==> src/rtl/link_tx.sv <==
// Credit-based packet launcher: pops the local FIFO into a registered tx stage,
// gated by downstream credits and a halt handshake (RUN -> DRAIN -> HALTED).
module link_tx #(
  parameter int CREDITS   = 16,
  parameter int CNT_WIDTH = $clog2(CREDITS+1),
  parameter int PKT_W     = 32
) (
  input  logic                 clk,
  input  logic                 rst,
  input  logic                 fifo_empty,
  input  logic [PKT_W-1:0]     fifo_dout,
  output logic                 fifo_rd_en,
  input  logic                 halt,
  input  logic                 credit_in,
  output logic                 tx_valid,
  output logic [PKT_W-1:0]     tx_data,
  output logic [CNT_WIDTH-1:0] credit_cnt,
  output logic                 halted,
  output logic                 credit_err,
  output logic [15:0]          sent_cnt
);

  typedef enum logic [1:0] {RUN, DRAIN, HALTED} state_t;

  state_t               state_q;
  logic                 tx_valid_q;
  logic [PKT_W-1:0]     tx_data_q;
  logic [CNT_WIDTH-1:0] credit_q, credit_d;
  logic                 err_q, halted_q, ovf;
  logic [15:0]          sent_q;
  logic                 launch;

  // rst gates the strobe so nothing is dequeued during a reset cycle
  assign launch = !rst && (state_q == RUN) && !halt && !fifo_empty &&
                  (credit_q != '0);

  always_comb begin
    credit_d = credit_q;
    ovf      = 1'b0;
    if (launch && !credit_in)
      credit_d = credit_q - CNT_WIDTH'(1);
    else if (!launch && credit_in) begin
      if (credit_q == CNT_WIDTH'(CREDITS)) ovf = 1'b1;
      else                                 credit_d = credit_q + CNT_WIDTH'(1);
    end
  end

  always_ff @(posedge clk) begin
    if (rst) begin
      state_q    <= RUN;
      tx_valid_q <= 1'b0;
      tx_data_q  <= '0;
      credit_q   <= CNT_WIDTH'(CREDITS);
      err_q      <= 1'b0;
      sent_q     <= '0;
      halted_q   <= 1'b0;
    end else begin
      credit_q   <= credit_d;
      if (ovf) err_q <= 1'b1;
      tx_valid_q <= launch;
      if (launch) begin
        tx_data_q <= fifo_dout;
        sent_q    <= sent_q + 16'd1;
      end
      // DRAIN exists only to let an in-flight packet leave before HALTED
      case (state_q)
        RUN: if (halt) begin
          state_q  <= tx_valid_q ? DRAIN : HALTED;
          halted_q <= !tx_valid_q;
        end
        DRAIN: begin
          state_q  <= HALTED;
          halted_q <= 1'b1;
        end
        HALTED: if (!halt) begin
          state_q  <= RUN;
          halted_q <= 1'b0;
        end
        default: begin
          state_q  <= RUN;
          halted_q <= 1'b0;
        end
      endcase
    end
  end

  assign fifo_rd_en = launch;
  assign tx_valid   = tx_valid_q;
  assign tx_data    = tx_data_q;
  assign credit_cnt = credit_q;
  assign halted     = halted_q;
  assign credit_err = err_q;
  assign sent_cnt   = sent_q;

endmodule

==> config.mk <==
export PLATFORM = sky130hd
export DESIGN_NAME = link_tx
export DESIGN_NICKNAME = d
export VERILOG_FILES = /design/src/rtl/link_tx.sv
export SDC_FILE = /design/constraint.sdc
export NUM_CORES = 1
export LEC_CHECK = 0
export CAP_MARGIN = 20
export CORE_MARGIN = 5
export CORE_UTILIZATION = 30
export DETAILED_ROUTE_END_ITERATION = 12
export DONT_BUFFER_PORTS = 1
export GPL_ROUTABILITY_DRIVEN = 0
export PLACE_DENSITY = 0.54
export SETUP_SLACK_MARGIN = 0.02
export SYNTH_ARGS = -nofsm -noshare
export SYNTH_HDL_FRONTEND = slang
export SYNTH_SLANG_ARGS = --single-unit
==> constraint.sdc <==
create_clock -name clk -period 3.15 [get_ports clk]
set_input_delay 0.1575 -clock clk [delete_from_list [all_inputs] [get_ports clk]]
set_output_delay 0.1575 -clock clk [all_outputs]
set_load 0.05 [all_outputs]
* Yosys cells after proc, flatten, opt, wreduce, memory -nomap -nowiden
Index checks and enable logic that the tools add are counted.
W data, S select, Z words.
** Cells by class
- Add/subtract/negate cells :: 3
- Equal/unequal tests :: 6
- Muxes and demuxes :: 13
- Reductions and logical operators :: 17
** Operators by type and width (count)
- $add A16 B1 Y16 const B :: 1
- $mux W5 :: 3
- $logic_and A1 B1 Y1 :: 6
- $logic_not A1 Y1 :: 6
- $mux W2 :: 3
- $ne A2 B2 Y1 const B :: 3
- $pmux W2 S3 :: 1
- $add A5 B1 Y5 const B :: 1
- $eq A5 B5 Y1 const B :: 1
- $mux W1 :: 5
- $reduce_bool A5 Y1 :: 1
- $sub A5 B1 Y5 const B :: 1
- $reduce_and A2 Y1 :: 2
- $pmux W1 S3 :: 1
- $eq A2 B1 Y1 const B :: 1
- $eq A2 B2 Y1 const B :: 1
- $logic_not A2 Y1 :: 1
- $reduce_bool A2 Y1 :: 1
** Storage, ports and cells
- Bits in registers :: 58

* Depth between registers and ports, before layout
- Depth in word-level cells :: 9
- Mapped depth :: 11
- Depth with buffers taken out :: 10

* Least setup slack after synthesis
Ideal clock, no wire load.
- Kind :: flip-flop to flip-flop
- From :: reg credit_q[0] (netlist: credit_cnt[0])
- To :: reg credit_q[4] (netlist: credit_cnt[4])
- Arrival time :: 2982 ps
- Data required time :: 3003 ps
- Slack :: 21 ps
- Stages on the path, launching flop included :: 11
- Clock period less this slack :: 3129 ps
- Path through :: dfxtp_1 or4_4 o211ai_4 inv_4 buf_6 ha_1 ha_1 or2_2 o22a_1 nor4_1 a311oi_1
** On the way
- Longest elaborated chain between the ends :: 6
** Ends and longest elaborated chain
- start: declaration :: line 28 : logic [CNT_WIDTH-1:0] credit_q, credit_d;
- start signal: assignment :: line 53 : credit_q <= CNT_WIDTH'(CREDITS);
- start signal: assignment :: line 58 : credit_q <= credit_d;
- $reduce_bool A5 Y1 (*) :: line 35 : (credit_q != '0);
- $logic_and A1 B1 Y1 (*) :: line 34 : assign launch = !rst && (state_q == RUN) && !halt && !fifo_empty &&
- net fifo_rd_en :: line 12 : output logic fifo_rd_en,
- $logic_not A1 Y1 :: line 42 : else if (!launch && credit_in) begin
- $logic_and A1 B1 Y1 :: line 42
- $reduce_bool A2 Y1 (no line)
- $reduce_and A2 Y1 (no line)
Mark *: on every way through the listed nets, which the timed path passes. The rest lies on a longest branch. The select of a mux whose other input is x is not followed.
A chain may end at the register's enable or synchronous reset.

* Final worst setup path
- From :: reg credit_q[0] (netlist: credit_cnt[0])
- To :: reg credit_q[4] (netlist: credit_cnt[4])
** On the way
- Longest elaborated chain between the ends :: 6
** Ends and longest elaborated chain
- parallel branches: the longest is 6 deep, another holds $add A5 B1 Y5
Several ways; the timed one is not identified. The select of a mux whose other input is x is not followed.

==> flow_summary.toml <==
[routing]
drc = 0
drtAntennaViolNets = 0
via_per_inst = 4.93
initialDrtViolationCount = 120
firstDrtPassIters = 4
vias = 2161
wl_per_cell_um = 14.8
drt-total-wl_um = 6500

[worst_setup_path]
cp.buffers_inverters = 1
cpLargestDelayFamily = "compound AO/OA/AOI/OAI gates"
cp_max_fo = 35
worst_ep_required_time_ns = 3.40
reg2reg_depth = 7
crit_chain = "or4_4, o211ai_4, buf_4, ha_1, a21oi_1, o221ai_1, a311oi_1"
slowest_stage = "or4_4"
r2r-end = "credit_cnt[4]"
end_kind = "flip-flop"
path_depth = 7
arrival_ns = 2.95
critical_path_class = "reg2reg"
worstSetupStartpointType = "flip-flop"
r2r_slack_ns = 0.45
cp_slowest_stage_delay_ns = 0.57
regToRegStartpoint = "credit_cnt[0]"

[global_routing]
antenna_found_initial = 0
grt_pass1_wl_um = 9890
grt_usage = 0.127
grt_max_degree = 53
grt_overflow = 0
grt_pass1_vias = 1915

[finish]
n_antenna_cell = 0
drive_gt1_frac = 0.107
syn2layout_area_growth_pct = 28.2
finalNetCount = 375
mostFrequentLayoutCells = "nand2_1, dfxtp_1, a21oi_1"
final_common_cell = "nand2_1"

[hold_path]
hold_end = "credit_cnt[3]"
hold_path.class = "in2reg"
hold_start = "rst"
min_path_cells = 2

[timing]
slew_violations = 0
maxSlewHeadroom = 0.383
period_needed_ns = 2.70
worstMarginPinSlew_ns = 0.925
report.final.setup_viol = 0
whs_ns = 0.0208
fmax_ghz = 0.370
rsz0062_at_grt = "false"
hold_violations = 0
fin_crit_sh = 0.857
skew_ns = 0.0116
finalSetupTns_ns = 0

[power_and_ir_drop]
power.density_nw_per_um2 = 616
ir_drop_uv = 257
p_leak_nw = 1.11

[clocking]
cts_buffers = 9
clockBufferDepth = 2
clock-sinks = 57
cts_setup_buffers = 0
path_clk_slew_ns = 0.06
clk-insertion-delay-late_ns = 0.34
cts_tree = "built"
cts_max_level = 3
root_buffer = "clkbuf_8"

[run_status]
outcome = "completed"

[yosys]
netlist_instances = 287
async_reset_ff_frac = 0
avgSynthCellArea_um2 = 8.48
synth_ff_type = "dfxtp_1"
ys_seq_area_frac = 0.469
synth_nets = 331
synth_cell_types = 44
yosys_warnings = 0
ys_ff_latch = 57
synth_enable_flop_cells = 0
synth_area_um2 = 2430

[die]
coreArea_um2 = 7810
die_h_um = 100
die_area_um2 = 10000
ios = 94
initial_core_util = 0.312
rows = 32
die_w_um = 100

[placed_design]
hpwl_um = 4220
io_buffers = 0

[job]
max_cap_violations = 0
-- layer usage --
layer  vias up  global-route usage  routed length, um
met1      1002               0.144               2680
li1       1082                   -                  -
met5         -                   0                  0
met4         0              0.0622                127
met3        12              0.0584                536
met2        65               0.203               3160
-- timing repair --
action	4_1_cts	5_1_grt
hold buffers	35	0
hold endpoints to repair	53	0
resized for setup	0	0
-- how the worst max path moves through the flow --
stage                    end           from  slack (ns)
3_5_place_dp   credit_cnt[4]  credit_cnt[0]        0.44
4_1_cts        credit_cnt[4]  credit_cnt[0]        0.43
6_report       credit_cnt[4]  credit_cnt[0]        0.45
3_3_place_gp   credit_cnt[4]  credit_cnt[0]        0.51
2_1_floorplan  credit_cnt[4]  credit_cnt[0]        0.02
5_1_grt        credit_cnt[4]  credit_cnt[0]        0.29
-- kinds of logic after synthesis --
family          Yosys count  synth area share
fa+ha+maj                 7            0.0391
simple gates            118             0.228
compound gates           74             0.179
flops                    57             0.469
xor+xnor                  5            0.0180
mux                       2           0.00874
buf+inv                  24            0.0586
-- worst register-to-register path: stages, from the launching register on --
cell      delay (ns)
dfxtp_1         0.32
or4_4           0.57
o211ai_4        0.21
buf_4           0.38
ha_1            0.34
a21oi_1         0.39
o221ai_1        0.18
a311oi_1        0.22
-- flip-flops by register name, summed over array words and instances (netlist names) --
register	count
state_q	2
tx_valid	1
sent_cnt	16
credit_cnt	5
credit_err	1
tx_data	32
-- final cells by class --
cell class | count | area [um^2]
well taps | 102 | 128
flip-flops and latches | 57 | 1140
fillers | 779 | 4690
multi-input cells | 206 | 1150
clock buffers | 12 | 155
repair buffers | 48 | 458
clock inverters | 4 | 51.3
inverters | 9 | 36.3
-- stage by stage --
step	area [um^2]	std cells	total power [mW]	setup WS (ns)	util
floorplan	2430	287	1.13	0.0210	-
global placement	2550	387	1.19	0.510	0.327
detailed placement	2550	387	1.19	0.438	0.327
CTS	3120	438	1.95	0.434	0.400
global route	3120	438	2.01	0.286	0.400
finish	3120	438	1.92	0.449	0.400
-- report_power, final --
part | total [mW] | internal, mW | switching [mW]
Sequential | 0.857 | 0.760 | 0.0969
Clock | 0.703 | 0.408 | 0.295
Combinational | 0.363 | 0.137 | 0.225
-- Yosys cell counts, types with 2 or more instances --
master,number,share of area
nand3_1,3,0.0062
buf_6,6,0.028
xnor2_1,4,0.014
a21o_1,2,0.0062
a21oi_1,47,0.097
inv_1,8,0.012
nand4_1,2,0.0051
clkbuf_1,7,0.011
or3_1,8,0.021
and4_1,2,0.0072
ha_1,6,0.031
dfxtp_1,57,0.47
or2_2,2,0.0051
o21ai_0,9,0.018
nor4_1,2,0.0051
o2111ai_1,2,0.0072
o221ai_1,2,0.0072
o31ai_1,6,0.018
or4_1,4,0.012
nand2_1,75,0.12
nor2_1,7,0.011
nor2b_1,4,0.010
Power figures use the tool's default switching activity.
